<file path="src/rtl/dvp_transmitter_if.sv">
// Signal bundle between an AXI4-Stream byte source and the DVP transmitter's parallel video pins.
// A beat transfers on a rising pclk edge where s_axis_tvalid & s_axis_tready are both high; the source holds the beat until then.
interface dvp_transmitter_if;
   logic [7:0] s_axis_tdata;
   logic       s_axis_tvalid;
   logic       s_axis_tready;
   logic       s_axis_tlast;
   logic       s_axis_tuser;
   logic [7:0] dout;
   logic       href_out;
   logic       vsync_out;
   logic       underrun;
   logic       line_err;
   logic       frame_active;

   modport slave (
      input  s_axis_tdata, s_axis_tvalid, s_axis_tlast, s_axis_tuser,
      output s_axis_tready, dout, href_out, vsync_out, underrun, line_err, frame_active
   );

   modport master (
      output s_axis_tdata, s_axis_tvalid, s_axis_tlast, s_axis_tuser,
      input  s_axis_tready, dout, href_out, vsync_out, underrun, line_err, frame_active
   );
endinterface

</file>
<file path="src/rtl/dvp_transmitter.sv">
// Camera emulator: frames an 8-bit AXI4-Stream video stream (TUSER=SOF, TLAST=EOL) into
// registered DVP dout/href/vsync, with all frame and line timing generated from parameters.
module dvp_transmitter #(
   parameter bit         VSYNC_ACTIVE_HIGH = 1'b0,
   parameter bit         HREF_ACTIVE_HIGH  = 1'b1,
   parameter int         H_ACTIVE          = 640,
   parameter int         H_BLANK           = 144,
   parameter int         V_ACTIVE          = 480,
   parameter int         VSYNC_LINES       = 3,
   parameter int         V_BACK_PORCH      = 17,
   parameter int         V_FRONT_PORCH     = 10,
   parameter logic [7:0] PAD_BYTE          = 8'h00
) (
   input  logic             pclk,
   input  logic             resetn,
   dvp_transmitter_if.slave bus,
   output logic [2:0]       dbg_state
);
   localparam int LINE    = H_ACTIVE + H_BLANK;
   localparam int HW      = $clog2(LINE);
   localparam int V_MAX_A = (VSYNC_LINES > V_BACK_PORCH) ? VSYNC_LINES : V_BACK_PORCH;
   localparam int V_MAX_B = (V_ACTIVE > V_FRONT_PORCH) ? V_ACTIVE : V_FRONT_PORCH;
   localparam int V_MAX   = (V_MAX_A > V_MAX_B) ? V_MAX_A : V_MAX_B;
   localparam int VW      = (V_MAX > 1) ? $clog2(V_MAX) : 1;

   localparam logic [HW-1:0] H_LAST     = HW'(LINE - 1);
   localparam logic [HW-1:0] H_ACT      = HW'(H_ACTIVE);
   localparam logic [HW-1:0] H_ACT_LAST = HW'(H_ACTIVE - 1);
   localparam logic [VW-1:0] VS_LAST    = VW'(VSYNC_LINES - 1);
   localparam logic [VW-1:0] VBP_LAST   = VW'((V_BACK_PORCH > 0) ? V_BACK_PORCH - 1 : 0);
   localparam logic [VW-1:0] VA_LAST    = VW'(V_ACTIVE - 1);
   localparam logic [VW-1:0] VFP_LAST   = VW'((V_FRONT_PORCH > 0) ? V_FRONT_PORCH - 1 : 0);

   typedef enum logic [2:0] {S_IDLE, S_VSYNC, S_VBP, S_ACTIVE, S_VFP} state_t;

   state_t        state, state_nx;
   logic [HW-1:0] h_cnt, h_nx;
   logic [VW-1:0] v_cnt, v_nx;
   logic          armed;
   logic          line_done;
   logic          discard;
   logic          sof_pending;
   logic          tready;
   logic          in_slot;
   logic          line_end;
   logic          accept;
   logic [7:0]    dout_q;
   logic          href_q, vsync_q, underrun_q, line_err_q, frame_active_q;

   assign in_slot  = (state == S_ACTIVE) && (h_cnt < H_ACT);
   assign line_end = (h_cnt == H_LAST);
   assign accept   = bus.s_axis_tvalid & tready;

   always_comb begin
      state_nx = state;
      h_nx     = h_cnt;
      v_nx     = v_cnt;
      tready   = 1'b0;
      if (state != S_IDLE) h_nx = line_end ? '0 : h_cnt + 1'b1;
      case (state)
         S_IDLE: begin
            // SOF beat is left on the bus so the first active slot consumes it.
            tready = armed & ~bus.s_axis_tuser;
            if (armed && bus.s_axis_tvalid && bus.s_axis_tuser) begin
               state_nx = S_VSYNC;
               h_nx     = '0;
               v_nx     = '0;
            end
         end
         S_VSYNC: if (line_end) begin
            if (v_cnt == VS_LAST) begin
               v_nx     = '0;
               state_nx = (V_BACK_PORCH == 0) ? S_ACTIVE : S_VBP;
            end else v_nx = v_cnt + 1'b1;
         end
         S_VBP: if (line_end) begin
            if (v_cnt == VBP_LAST) begin
               v_nx     = '0;
               state_nx = S_ACTIVE;
            end else v_nx = v_cnt + 1'b1;
         end
         S_ACTIVE: begin
            tready = in_slot ? ~line_done : discard;
            if (line_end) begin
               if (v_cnt == VA_LAST) begin
                  v_nx     = '0;
                  state_nx = (V_FRONT_PORCH == 0) ? S_IDLE : S_VFP;
               end else v_nx = v_cnt + 1'b1;
            end
         end
         S_VFP: if (line_end) begin
            if (v_cnt == VFP_LAST) begin
               v_nx     = '0;
               state_nx = S_IDLE;
            end else v_nx = v_cnt + 1'b1;
         end
         default: state_nx = S_IDLE;
      endcase
   end

   always_ff @(posedge pclk or negedge resetn) begin
      if (!resetn) begin
         state          <= S_IDLE;
         h_cnt          <= '0;
         v_cnt          <= '0;
         armed          <= 1'b0;
         line_done      <= 1'b0;
         discard        <= 1'b0;
         sof_pending    <= 1'b0;
         dout_q         <= 8'h00;
         href_q         <= ~HREF_ACTIVE_HIGH;
         vsync_q        <= ~VSYNC_ACTIVE_HIGH;
         underrun_q     <= 1'b0;
         line_err_q     <= 1'b0;
         frame_active_q <= 1'b0;
      end else begin
         armed          <= 1'b1;
         state          <= state_nx;
         h_cnt          <= h_nx;
         v_cnt          <= v_nx;
         frame_active_q <= (state != S_IDLE);
         vsync_q        <= VSYNC_ACTIVE_HIGH ? (state == S_VSYNC) : (state != S_VSYNC);
         href_q         <= HREF_ACTIVE_HIGH ? in_slot : ~in_slot;
         underrun_q     <= 1'b0;
         line_err_q     <= 1'b0;
         if (state == S_IDLE && state_nx == S_VSYNC) begin
            line_done   <= 1'b0;
            discard     <= 1'b0;
            sof_pending <= 1'b1;
         end
         if (in_slot) begin
            if (line_done) begin
               dout_q <= PAD_BYTE;
            end else if (!bus.s_axis_tvalid) begin
               dout_q     <= PAD_BYTE;
               underrun_q <= 1'b1;
            end else if (discard) begin
               // Tail of an over-long previous line: drop it, pad the slot.
               dout_q <= PAD_BYTE;
               if (bus.s_axis_tlast) discard <= 1'b0;
            end else begin
               dout_q      <= bus.s_axis_tdata;
               sof_pending <= 1'b0;
               if (bus.s_axis_tuser && !sof_pending) line_err_q <= 1'b1;
               if (bus.s_axis_tlast && h_cnt != H_ACT_LAST) begin
                  line_done  <= 1'b1;
                  line_err_q <= 1'b1;
               end
               if (!bus.s_axis_tlast && h_cnt == H_ACT_LAST) begin
                  discard    <= 1'b1;
                  line_err_q <= 1'b1;
               end
            end
         end else if (state == S_ACTIVE && discard && accept && bus.s_axis_tlast) begin
            discard <= 1'b0;
         end
         if (state == S_ACTIVE && line_end) line_done <= 1'b0;
      end
   end

   assign bus.s_axis_tready = tready;
   assign bus.dout          = dout_q;
   assign bus.href_out      = href_q;
   assign bus.vsync_out     = vsync_q;
   assign bus.underrun      = underrun_q;
   assign bus.line_err      = line_err_q;
   assign bus.frame_active  = frame_active_q;
   assign dbg_state         = state;
endmodule

</file>
<file path="src/flat_wrapper.sv">
// flat-port wrapper written by rule: the top's interface ports become plain ports
module dvp_transmitter_flat 
#(
   parameter bit         VSYNC_ACTIVE_HIGH = 1'b0,
   parameter bit         HREF_ACTIVE_HIGH  = 1'b1,
   parameter int         H_ACTIVE          = 640,
   parameter int         H_BLANK           = 144,
   parameter int         V_ACTIVE          = 480,
   parameter int         VSYNC_LINES       = 3,
   parameter int         V_BACK_PORCH      = 17,
   parameter int         V_FRONT_PORCH     = 10,
   parameter logic [7:0] PAD_BYTE          = 8'h00
)
  (pclk, resetn, dbg_state, bus_s_axis_tdata, bus_s_axis_tvalid, bus_s_axis_tlast, bus_s_axis_tuser, bus_s_axis_tready, bus_dout, bus_href_out, bus_vsync_out, bus_underrun, bus_line_err, bus_frame_active);
  dvp_transmitter_if bus_i ();
  input  logic pclk;
  input  logic resetn;
  output logic [2:0] dbg_state;
  input wire logic [$bits(bus_i.s_axis_tdata)-1:0] bus_s_axis_tdata;
  input wire logic [$bits(bus_i.s_axis_tvalid)-1:0] bus_s_axis_tvalid;
  input wire logic [$bits(bus_i.s_axis_tlast)-1:0] bus_s_axis_tlast;
  input wire logic [$bits(bus_i.s_axis_tuser)-1:0] bus_s_axis_tuser;
  output wire logic [$bits(bus_i.s_axis_tready)-1:0] bus_s_axis_tready;
  output wire logic [$bits(bus_i.dout)-1:0] bus_dout;
  output wire logic [$bits(bus_i.href_out)-1:0] bus_href_out;
  output wire logic [$bits(bus_i.vsync_out)-1:0] bus_vsync_out;
  output wire logic [$bits(bus_i.underrun)-1:0] bus_underrun;
  output wire logic [$bits(bus_i.line_err)-1:0] bus_line_err;
  output wire logic [$bits(bus_i.frame_active)-1:0] bus_frame_active;
  assign bus_i.s_axis_tdata = bus_s_axis_tdata;
  assign bus_i.s_axis_tvalid = bus_s_axis_tvalid;
  assign bus_i.s_axis_tlast = bus_s_axis_tlast;
  assign bus_i.s_axis_tuser = bus_s_axis_tuser;
  assign bus_s_axis_tready = bus_i.s_axis_tready;
  assign bus_dout = bus_i.dout;
  assign bus_href_out = bus_i.href_out;
  assign bus_vsync_out = bus_i.vsync_out;
  assign bus_underrun = bus_i.underrun;
  assign bus_line_err = bus_i.line_err;
  assign bus_frame_active = bus_i.frame_active;
  dvp_transmitter #(.VSYNC_ACTIVE_HIGH(VSYNC_ACTIVE_HIGH), .HREF_ACTIVE_HIGH(HREF_ACTIVE_HIGH), .H_ACTIVE(H_ACTIVE), .H_BLANK(H_BLANK), .V_ACTIVE(V_ACTIVE), .VSYNC_LINES(VSYNC_LINES), .V_BACK_PORCH(V_BACK_PORCH), .V_FRONT_PORCH(V_FRONT_PORCH), .PAD_BYTE(PAD_BYTE)) u_core (.pclk(pclk), .resetn(resetn), .bus(bus_i), .dbg_state(dbg_state));
endmodule
</file>
<file path="config.mk">
export PLATFORM = sky130hd
export DESIGN_NAME = dvp_transmitter_flat
export DESIGN_NICKNAME = d
export VERILOG_FILES = /design/src/rtl/dvp_transmitter_if.sv /design/src/rtl/dvp_transmitter.sv /design/src/flat_wrapper.sv
export SDC_FILE = /design/constraint.sdc
export NUM_CORES = 1
export LEC_CHECK = 0
export CAP_MARGIN = 20
export CORE_UTILIZATION = 50
export DETAILED_ROUTE_END_ITERATION = 8
export PLACE_DENSITY = 0.74
export SLEW_MARGIN = 20
export SYNTH_ARGS = -nofsm -noshare
export SYNTH_HDL_FRONTEND = slang
export SYNTH_SLANG_ARGS = --single-unit
</file>
<file path="constraint.sdc">
create_clock -name pclk -period 4.3 [get_ports pclk]
set_input_delay 0.645 -clock pclk [delete_from_list [all_inputs] [get_ports pclk]]
set_output_delay 0.645 -clock pclk [all_outputs]
set_load 0.005 [all_outputs]
</file>
==> qor.csv, run 1 <==
stage;metric;value;unit
floorplan;io_pins;30;
clock_tree;ctsHtreeMaxLevel;2;
clock_tree;ctsResizeCount;0;
floorplan;die_area;4470;µm²
sta;finClkSkew;9.25;ps
power;powerDensity;286;nW/µm²
clock_tree;cts_tree;done;
hold_path;min_path_type;in -> async;
clock_tree;clk_latency;290;ps
detailed_routing;first_pass_iters;4;
clock_tree;clock_path_buffers;2;
run_status;status;complete, no violations;
setup_path;startpoint_type;flop;
setup_path;critPathTopFamily;simple AND/OR/NAND/NOR gates;
setup_path;timing.rr.start;u_core.dbg_state[2];
sta;timing.final.ws_setup;1690;ps
clock_tree;clk_pin_slew;80;ps
finish;area_growth;20.0;%
logic_synthesis;ys_warn_count;0;
setup_path;rrSetupSlack;1850;ps
global_routing;antenna_found_initial;0;
clock_tree;post_cts_buffers;0;
clock_tree;clock_sinks;39;
logic_synthesis;synthArstFlopShare;1.00;
placement;dp_cells;280;
sta;post-route-period-util;0.607;
floorplan;dieHeight;66.9;µm
global_routing;grt_pass1_vias;1602;
logic_synthesis;syn_inst;211;
setup_path;endpoint_kind;output pin;
finish;final_nets;255;
global_routing;grt-ovfl-total;0;
logic_synthesis;ys.flop_type;dfrtp_1;
setup_path;reg2regPathDepth;5;
sta;clock.fmax;383;MHz
detailed_routing;vias;1685;
finish;instances_no_fill;288;
power;p_leak;1.01;nW
finish;drive_above_1_share;0.101;
sta;final-setup-viol-count;0;
global_routing;grt_start_max_net_pins;40;
sta;hold_viol_final;0;
setup_path;cp_slowest_cell;clkdlybuf4s50_1;
detailed_routing;wire_per_inst;15.2;µm
sta;min_period;2610;ps
sta;drv_slew;0;
setup_path;path_cells;nor3_2 -> nand3b_1 -> o31ai_1 -> clkdlybuf4s50_1;
detailed_routing;routed_wl;4370;µm
logic_synthesis;yosys_register_bits;39;
sta;setup_tns;0;ps
global_routing;grt_usage;0.218;
placement;hpwl;3170;µm
floorplan;num_rows;23;
sta;worst_pin_slew;917;ps
setup_path;path_buf_inv;1;
setup_path;r2r_end;u_core.discard;
floorplan;dieWidth;66.9;µm
logic_synthesis;synth_area;2100;µm²
logic_synthesis;syn_nets;229;
clock_tree;numCtsBuffers;5;
setup_path;cpPeakStageDelay;530;ps
logic_synthesis;ys_seq_area_frac;0.465;
logic_synthesis;synth.distinct_cells;59;
power;ir_worst_vdd;0.197;mV
sta;rsz0062_at_grt;no;
finish;antenna_cells;0;
setup_path;crit_type;reg -> out;
detailed_routing;ant_nets;0;
global_routing;grt_pass1_wl;7250;µm
logic_synthesis;postSynthAreaPerCell;9.97;µm²
placement;routabilityCongestion;0.820;
clock_tree;cts-root-buf;clkbuf_8;
setup_path;crit_required;3650;ps
floorplan;start_util;0.522;
placement;preCtsSetupSlack;1740;ps
clock_tree;ctsHoldBuffers;0;
detailed_routing;drtIter0Drc;117;
setup_path;worstPathMaxFanout;10;
floorplan;core_area;4030;µm²
sta;slew_headroom;0.387;
detailed_routing;drt-vias-per-instance;5.85;
run;max-cap-violations;0;
placement;portBuffers;29;
setup_path;arrival;1970;ps
logic_synthesis;synth_edf_count;0;
detailed_routing;drcViolationCount;0;
[metal layers]
metal | part of all wire | routed length (µm) | track usage | up-vias
met1 | 0.48 | 2080 | 0.287 | 816
met4 | 0.017 | 74 | 0.0904 | 0
met2 | 0.48 | 2090 | 0.337 | 33
li1 | - | - | - | 830
met5 | 0 | 0 | 0 | -
met3 | 0.027 | 120 | 0.0565 | 6
[synthesized netlist by cell type, drive strengths merged, types with 2 or more instances]
master | instances | area (µm²)
nor2 | 14 | 55.1
o21ai | 18 | 90.1
and3 | 3 | 18.8
inv | 6 | 22.5
xor2 | 2 | 17.5
or3b | 3 | 26.3
a41oi | 3 | 33.8
nor4 | 2 | 33.8
nand4 | 5 | 37.5
nor3 | 7 | 45.0
nor2b | 2 | 12.5
ha | 5 | 62.6
dfrtp | 38 | 951
nand3 | 9 | 45.0
and2 | 6 | 37.5
nor4b | 3 | 32.5
xnor2 | 3 | 26.3
nand2b | 2 | 12.5
or2 | 2 | 12.5
o31ai | 4 | 30.0
nand2 | 20 | 75.1
clkbuf | 5 | 18.8
a32o | 2 | 20.0
buf | 5 | 25.0
and4 | 2 | 17.5
nand3b | 3 | 22.5
a31oi | 4 | 31.3
a21oi | 6 | 30.0
a22o | 8 | 70.1
[cell usage in the layout, fill, tap and decap left out, types with 2 or more instances in the layout]
master	Yosys	routed
a32o_1	2	2
or3b_1	3	3
nor4b_1	2	2
nor2b_1	2	2
nand4_1	4	4
nor3_1	5	5
and4_1	2	2
clkbuf_8	0	6
xnor2_1	3	3
xor2_1	2	2
nand3b_1	3	3
nand2_1	20	20
nand2b_1	2	2
o31ai_1	4	4
nand3_1	9	9
and3_1	3	3
nor2_1	13	13
o21ai_1	4	4
a21oi_1	6	6
a41oi_1	2	2
o21ai_0	14	14
a31oi_1	3	3
ha_1	5	5
inv_1	5	5
nor3_2	2	2
clkdlybuf4s50_1	0	28
a22o_1	8	8
dfrtp_1	38	38
and2_1	5	5
[state kept, by name, indices dropped and copies added (netlist names), 3 cells and up]
signal and flops:
u_core.bus.dout 8, u_core.dbg_state 3, u_core.h_cnt 10, u_core.v_cnt 9
[worst max-delay path by stage]
stage	depth (start not counted)	startpoint	endpoint
2_1_floorplan	8	u_core.h_cnt[0]	u_core.v_cnt[3]
3_3_place_gp	4	bus_s_axis_tuser	bus_s_axis_tready
3_5_place_dp	4	bus_s_axis_tuser	bus_s_axis_tready
4_1_cts	4	u_core.dbg_state[1]	bus_s_axis_tready
5_1_grt	4	u_core.h_cnt[7]	bus_s_axis_tready
6_report	4	u_core.dbg_state[1]	bus_s_axis_tready
[where the power goes]
part / switching [mW] / internal (mW)
Clock: 0.128 / 0.188
Combinational: 0.0132 / 0.0194
Sequential: 0.00282 / 0.371
Total: 0.144 / 0.578
[final cells by class]
type	count	area [µm²]
fillers	345	1500
multi-input cells	156	1060
flip-flops and latches	39	977
repair buffers	29	285
clock buffers	6	82.6
well taps	50	62.6
clock inverters	2	35.0
inverters	6	22.5
[kinds of logic (layout without fill, tap and decap cells)]
family,count (synthesis),after routing,synth area share
AOI/OAI and AO/OA,56,56,0.198
xor gates and xnor gates,5,5,0.0208
and+or+nand+nor,89,89,0.254
other,1,1,0.00178
adders and majority gates,5,5,0.0297
buffers and inverters,16,43,0.0315
DFF,39,39,0.465
[through the flow]
stage | power [mW] | hold WS (ps) | util | cell area [µm²]
after floorplan | 0.387 | 349 | - | 2100
after global placement | 0.414 | 481 | 0.598 | 2410
after detailed placement | 0.414 | 479 | 0.598 | 2410
after CTS | 0.732 | 492 | 0.627 | 2520
after global routing | 0.752 | 516 | 0.627 | 2520
final | 0.722 | 462 | 0.627 | 2520
Note: power is estimated with default switching activity, not from simulation.
==> inputs of run 2 (changes only) <==
--- a/config.mk
+++ b/config.mk
@@ -6,9 +6,9 @@
 export NUM_CORES = 1
 export LEC_CHECK = 0
 export CAP_MARGIN = 20
-export CORE_UTILIZATION = 50
+export CORE_UTILIZATION = 49
 export DETAILED_ROUTE_END_ITERATION = 8
-export PLACE_DENSITY = 0.74
+export PLACE_DENSITY = 0.76
 export SLEW_MARGIN = 20
 export SYNTH_ARGS = -nofsm -noshare
 export SYNTH_HDL_FRONTEND = slang
==> constraint.sdc (replaced) <==
create_clock -name pclk -period 2.26 [get_ports pclk]
set_input_delay 0.339 -clock pclk [delete_from_list [all_inputs] [get_ports pclk]]
set_output_delay 0.339 -clock pclk [all_outputs]
set_load 0.005 [all_outputs]
==> qor.csv, run 2 (synthesis results as in run 1) <==
stage;metric;value;unit;change
run_status;status;complete, no violations;;
detailed_routing;ant_nets;0;;unchanged
finish;antenna_cells;0;;unchanged
floorplan;core_area;4060;µm²;+0.71%
run;max-cap-violations;0;;unchanged
global_routing;met3_usage;0.0405;;-0.0160
global_routing;busiest_layer;met2;;
detailed_routing;drt-vias-per-instance;5.66;;-3.3%
finish;n_fill_cell;324;;-6.1%
setup_path;critPathTopFamily;buffers and inverters;;
floorplan;dieWidth;67.5;µm;+0.99%
setup_path;worstPathMaxFanout;10;;unchanged
floorplan;io_pins;30;;unchanged
global_routing;grt-ovfl-total;0;;unchanged
placement;portBuffers;29;;unchanged
global_routing;met1_usage;0.304;;+0.0174
sta;clock.fmax;456;MHz;
setup_path;crit_required;1920;ps;-1730 ps
placement;routabilityCongestion;0.811;;-1.0%
clock_tree;clk_pin_slew;80;ps;about the same
power;powerDensity;523;nW/µm²;+83%
detailed_routing;drcViolationCount;0;;unchanged
setup_path;arrival;1850;ps;-120 ps
floorplan;start_util;0.518;;-0.00370
sta;final-setup-viol-count;0;;unchanged
global_routing;antenna_found_initial;0;;unchanged
clock_tree;post_cts_buffers;0;;unchanged
finish;layout_commonest_cell;dfrtp_1;;
detailed_routing;vias;1686;;+0.059%
global_routing;grt_usage;0.218;;about the same
power;finalPower;1.37;mW;+89%
sta;min_period;2190;ps;
clock_tree;clk_latency;290;ps;about the same
sta;drv_slew;0;;unchanged
sta;rsz0062_at_grt;yes;;
detailed_routing;routed_wl;4490;µm;+2.7%
clock_tree;cts-root-buf;clkbuf_8;;
finish;area_growth;24.2;%;
hold_path;min_path_type;in -> async;;
floorplan;num_rows;23;;unchanged
setup_path;endpoint_kind;output pin;;
global_routing;grt_start_max_net_pins;40;;unchanged
setup_path;cp_slowest_cell;clkdlybuf4s50_1;;
sta;worst_pin_slew;867;ps;-50.3 ps
setup_path;path_buf_inv;1;;unchanged
global_routing;gr-usage-met2;0.337;;-0.000488
detailed_routing;drtIter0Drc;93;;-21%
finish;final_cell_mix;37 x dfrtp_1, 28 x clkdlybuf4s50_1, 20 x nand2_1;;
finish;final_nets;265;;+3.9%
sta;post-route-period-util;0.969;;
detailed_routing;first_pass_iters;4;;unchanged
sta;hold_viol_final;0;;unchanged
floorplan;dieHeight;67.5;µm;+0.99%
setup_path;cpPeakStageDelay;530;ps;about the same
clock_tree;ctsResizeCount;2;;+2
finish;multi_input_area;1070;µm²;+1.4%
floorplan;die_area;4560;µm²;+2.0%
detailed_routing;wire_per_inst;15.1;µm;-0.79%
sta;finClkSkew;6.06;ps;-3.19 ps
sta;slew_headroom;0.422;;+0.0351
global_routing;grt_pass1_vias;1524;;-4.9%
finish;seq_area;978;µm²;+0.13%
finish;largest_reg_flops;10;;unchanged
clock_tree;cts_tree;done;;
setup_path;path_cells;nor3_4 -> nand3b_1 -> o31ai_1 -> clkdlybuf4s50_1;;
finish;top_register;u_core.h_cnt;;
placement;hpwl;3100;µm;-2.1%
clock_tree;ctsHoldBuffers;0;;unchanged
power;ir_worst_vdd;0.329;mV;+67%
sta;setup_tns;0;ps;unchanged
clock_tree;clock_sinks;39;;unchanged
power;p_leak;1.06;nW;+4.3%
clock_tree;clock_path_buffers;2;;unchanged
setup_path;startpoint_type;flop;;
finish;drive_above_1_share;0.141;;+0.0403
clock_tree;numCtsBuffers;5;;unchanged
setup_path;crit_type;reg -> out;;
global_routing;grt_pass1_wl;7360;µm;+1.6%
clock_tree;ctsHtreeMaxLevel;2;;unchanged
==> run 2: cell count changes in the layout (fill, tap and decap cells not counted) <==
cell	change
buf_4	+10
clkbuf_8	-1
clkinv_4	+1
dfrtp_1	-1
dfrtp_2	+1
nor3_2	-1
nor3_4	+1
nor4b_2	-1
nor4b_4	+1
o21ai_0	-1
o21ai_1	+1
==> run 2: per-layer routing <==
layer | vias to the layer above | part of all wire
li1 | 850 | -
met1 | 802 | 0.51
met2 | 28 | 0.46
met3 | 6 | 0.024
met4 | 0 | 0.012
met5 | - | 0
==> run 2: cell type report <==
class,instances,share of cell area
timing repair buffer,39,0.138
inverter,6,0.00862
sequential,39,0.375
clock buffer,5,0.0264
clock inverter,3,0.0168
tap,50,0.0240
multi-input combinational,156,0.412
==> run 2: final timing paths <==
path / from / end / slack (ps) / depth (start not counted)
min in group pclk: u_core.sof_pending / u_core.sof_pending / 490 / 2
setup / recovery: u_core.dbg_state[1] / bus_s_axis_tready / 70 / 4
hold reg to reg: u_core.sof_pending / u_core.sof_pending / 490 / 2
max in group asynchronous: resetn / u_core.h_cnt[7] / 1520 / 1
setup reg to reg: u_core.h_cnt[0] / u_core.v_cnt[6] / 160 / 6
hold / removal: resetn / u_core.h_cnt[5] / 150 / 1
==> run 2: per-stage QoR <==
step                hold WS (ps)  cells  utilization  cell area (µm²)  setup WS (ps)
floorplan                   43.4    211            -             2100            271
global placement             471    290        0.612             2480            186
detailed placement           479    290        0.612             2480            169
CTS                          179    298        0.641             2600           20.9
global route                 244    298        0.644             2610          -17.6
finish                       150    298        0.644             2610           69.2
==> run 2: worst register-to-register path, delay by kind of cell, from the launching register on <==
family / cells / cell delay [ps]
flops: 1 / 420
simple gates: 3 / 910
compound gates: 2 / 500
fa+ha+maj: 1 / 210
==> run 2: power breakdown <==
group	switching [mW]	internal [mW]	leakage, nW
sequential	0.00539	0.706	0.497
clock	0.263	0.329	0.0581
combinational	0.0251	0.0373	0.502
total	0.294	1.07	1.06
==> inputs of run 3 (changes only) <==
--- a/config.mk
+++ b/config.mk
@@ -6,8 +6,10 @@
 export NUM_CORES = 1
 export LEC_CHECK = 0
 export CAP_MARGIN = 20
+export CORE_MARGIN = 2
 export CORE_UTILIZATION = 49
 export DETAILED_ROUTE_END_ITERATION = 8
+export HOLD_SLACK_MARGIN = 0.06
 export PLACE_DENSITY = 0.76
 export SLEW_MARGIN = 20
 export SYNTH_ARGS = -nofsm -noshare
==> qor.csv, run 3 (synthesis results as in run 1) <==
stage;metric;value;unit;change
detailed_routing;routed_wl;4850;µm;+8.1%
finish;layout_commonest_cell;dfrtp_1;;
sta;finClkSkew;8.44;ps;+2.39 ps
detailed_routing;drt-vias-per-instance;5.89;;+4.0%
sta;post-route-period-util;0.955;;-0.0140
finish;fin_area;2590;µm²;-0.91%
power;p_leak;1.04;nW;-1.5%
setup_path;startpoint_type;flop;;
setup_path;crit_required;1920;ps;about the same
clock_tree;clk_pin_slew;80;ps;about the same
global_routing;grt_usage;0.207;;-0.0108
finish;antenna_cells;0;;unchanged
power;p_seq_frac;0.562;;+0.041
detailed_routing;first_pass_iters;4;;unchanged
sta;setup_tns;0;ps;unchanged
sta;hold_viol_final;0;;unchanged
placement;preCtsSetupSlack;148;ps;-20.7 ps
clock_tree;cts_tree;done;;
finish;largest_reg_flops;10;;unchanged
run;max-cap-violations;0;;unchanged
floorplan;start_util;0.518;;unchanged
power;p_int;0.990;mW;-7.7%
sta;rsz0062_at_grt;no;;
sta;slew_headroom;0.430;;+0.00769
power;switching_share;0.219;;+0.00349
detailed_routing;drtIter0Drc;129;;+39%
power;ir_worst_vdd;0.421;mV;+28%
detailed_routing;route.met3.wl;189;µm;+73%
detailed_routing;wl_met2;2260;µm;+9.9%
detailed_routing;vias;1754;;+4.0%
sta;drv_slew;0;;unchanged
clock_tree;ctsHtreeMaxLevel;2;;unchanged
clock_tree;cts-root-buf;clkbuf_8;;
floorplan;core_area;4060;µm²;unchanged
finish;drive_above_1_share;0.149;;+0.00806
power;p_sw;0.277;mW;-5.8%
placement;hpwl;3420;µm;+10%
clock_tree;clock_sinks;39;;unchanged
global_routing;antenna_found_initial;0;;unchanged
power;clockPowerShare;0.389;;-0.044
global_routing;grt_start_max_net_pins;40;;unchanged
floorplan;num_rows;23;;unchanged
setup_path;crit_type;reg -> out;;
detailed_routing;ant_nets;0;;unchanged
global_routing;grt_pass1_wl;7930;µm;+7.7%
sta;clock.fmax;463;MHz;+1.5%
hold_path;min_path_type;in -> async;;
global_routing;grt_pass1_vias;1667;;+9.4%
sta;timing.final.ws_setup;101;ps;+31.6 ps
placement;portBuffers;29;;unchanged
setup_path;arrival;1820;ps;-30 ps
clock_tree;clock_path_buffers;2;;unchanged
finish;top_register;u_core.h_cnt;;
power;combPwrFrac;0.049;;+0.003
detailed_routing;top_layer;met4;;
floorplan;io_pins;30;;unchanged
sta;final-setup-viol-count;0;;unchanged
clock_tree;ctsHoldBuffers;0;;unchanged
floorplan;die_area;4830;µm²;+6.0%
sta;min_period;2160;ps;-31.6 ps
setup_path;endpoint_kind;output pin;;
detailed_routing;wl_met1;2300;µm;+1.1%
run_status;status;complete, no violations;;
finish;final_nets;265;;unchanged
detailed_routing;wire_per_inst;16.3;µm;+8.1%
placement;placed_cell_area;2470;µm²;-0.30%
finish;area_growth;23.0;%;
clock_tree;numCtsBuffers;5;;unchanged
power;powerDensity;489;nW/µm²;-6.5%
placement;routabilityCongestion;0.796;;-1.9%
clock_tree;clk_latency;300;ps;about the same
global_routing;grt-ovfl-total;0;;unchanged
floorplan;dieHeight;69.5;µm;+3.0%
setup_path;worstPathMaxFanout;6;;-4
sta;worst_pin_slew;855;ps;-11.5 ps
floorplan;dieWidth;69.5;µm;+3.0%
finish;final_cell_mix;35 x dfrtp_1, 28 x clkdlybuf4s50_1, 20 x nand2_1;;
detailed_routing;drcViolationCount;0;;unchanged
[run 3: changes by cell type in the layout (fill, tap and decap cells not counted), sizes merged]
cell and change:
bufinv -1, clkbuf +2, clkinv -1
[run 3: layer usage]
metal  global-route usage  vias to the layer above
li1                     -                      847
met1                0.285                      857
met2                0.314                       41
met3               0.0392                        9
met4                0.100                        0
met5                    0                        -
[run 3: metrics by stage]
stage | cells | power, mW | hold slack, ps | utilization
detailed placement | 289 | 0.788 | 481 | 0.610
global route | 298 | 1.30 | 233 | 0.638
CTS | 297 | 1.28 | 174 | 0.634
floorplan | 211 | 0.736 | 43.4 | -
finish | 298 | 1.27 | 145 | 0.638
global placement | 289 | 0.788 | 473 | 0.610
[run 3: path summary, 6_finish.rpt]
| check | from | to | slack, ps | depth (start not counted) |
|---|---|---|---|---|
| worst min-delay path | resetn | u_core.h_cnt[8] | 140 | 1 |
| max in group asynchronous | resetn | u_core.dbg_state[2] | 1510 | 1 |
| worst max register to register | u_core.v_cnt[4] | u_core.v_cnt[3] | 110 | 5 |
| worst max-delay path | u_core.h_cnt[8] | bus_s_axis_tready | 100 | 4 |
| min in group pclk | u_core.sof_pending | u_core.sof_pending | 500 | 2 |
| worst min register to register | u_core.sof_pending | u_core.sof_pending | 500 | 2 |
[run 3: critical path: stages, from the launching register on]
cell	delay (ps)
dfrtp_1	460
o21ai_2	90
and2_1	170
o31ai_1	250
clkdlybuf4s50_1	540
[run 3: what timing repair did]
action / 4_1_cts / 5_1_grt
gates resized for setup: 2 / 4
pin swaps: 0 / 1
cloned: 0 / 0
endpoints found under the setup margin: 1 / 1
setup buffers: 0 / 1
[run 3: area by class of cell]
type	count	area [µm²]
well taps	50	62.6
clock buffers	7	86.3
multi-input cells	156	1070
clock inverters	1	5.00
fillers	337	1470
inverters	6	22.5
repair buffers	39	360
flip-flops and latches	39	981
[run 3: power by group through the flow]
stage | Combinational (mW) | Clock (mW) | Sequential (mW)
2_1_floorplan | 0.0102 | 0 | 0.726
3_3_place_gp | 0.0628 | 0 | 0.725
3_5_place_dp | 0.0632 | 0 | 0.725
4_1_cts | 0.0638 | 0.506 | 0.711
5_1_grt | 0.0692 | 0.522 | 0.712
6_report | 0.0622 | 0.493 | 0.711
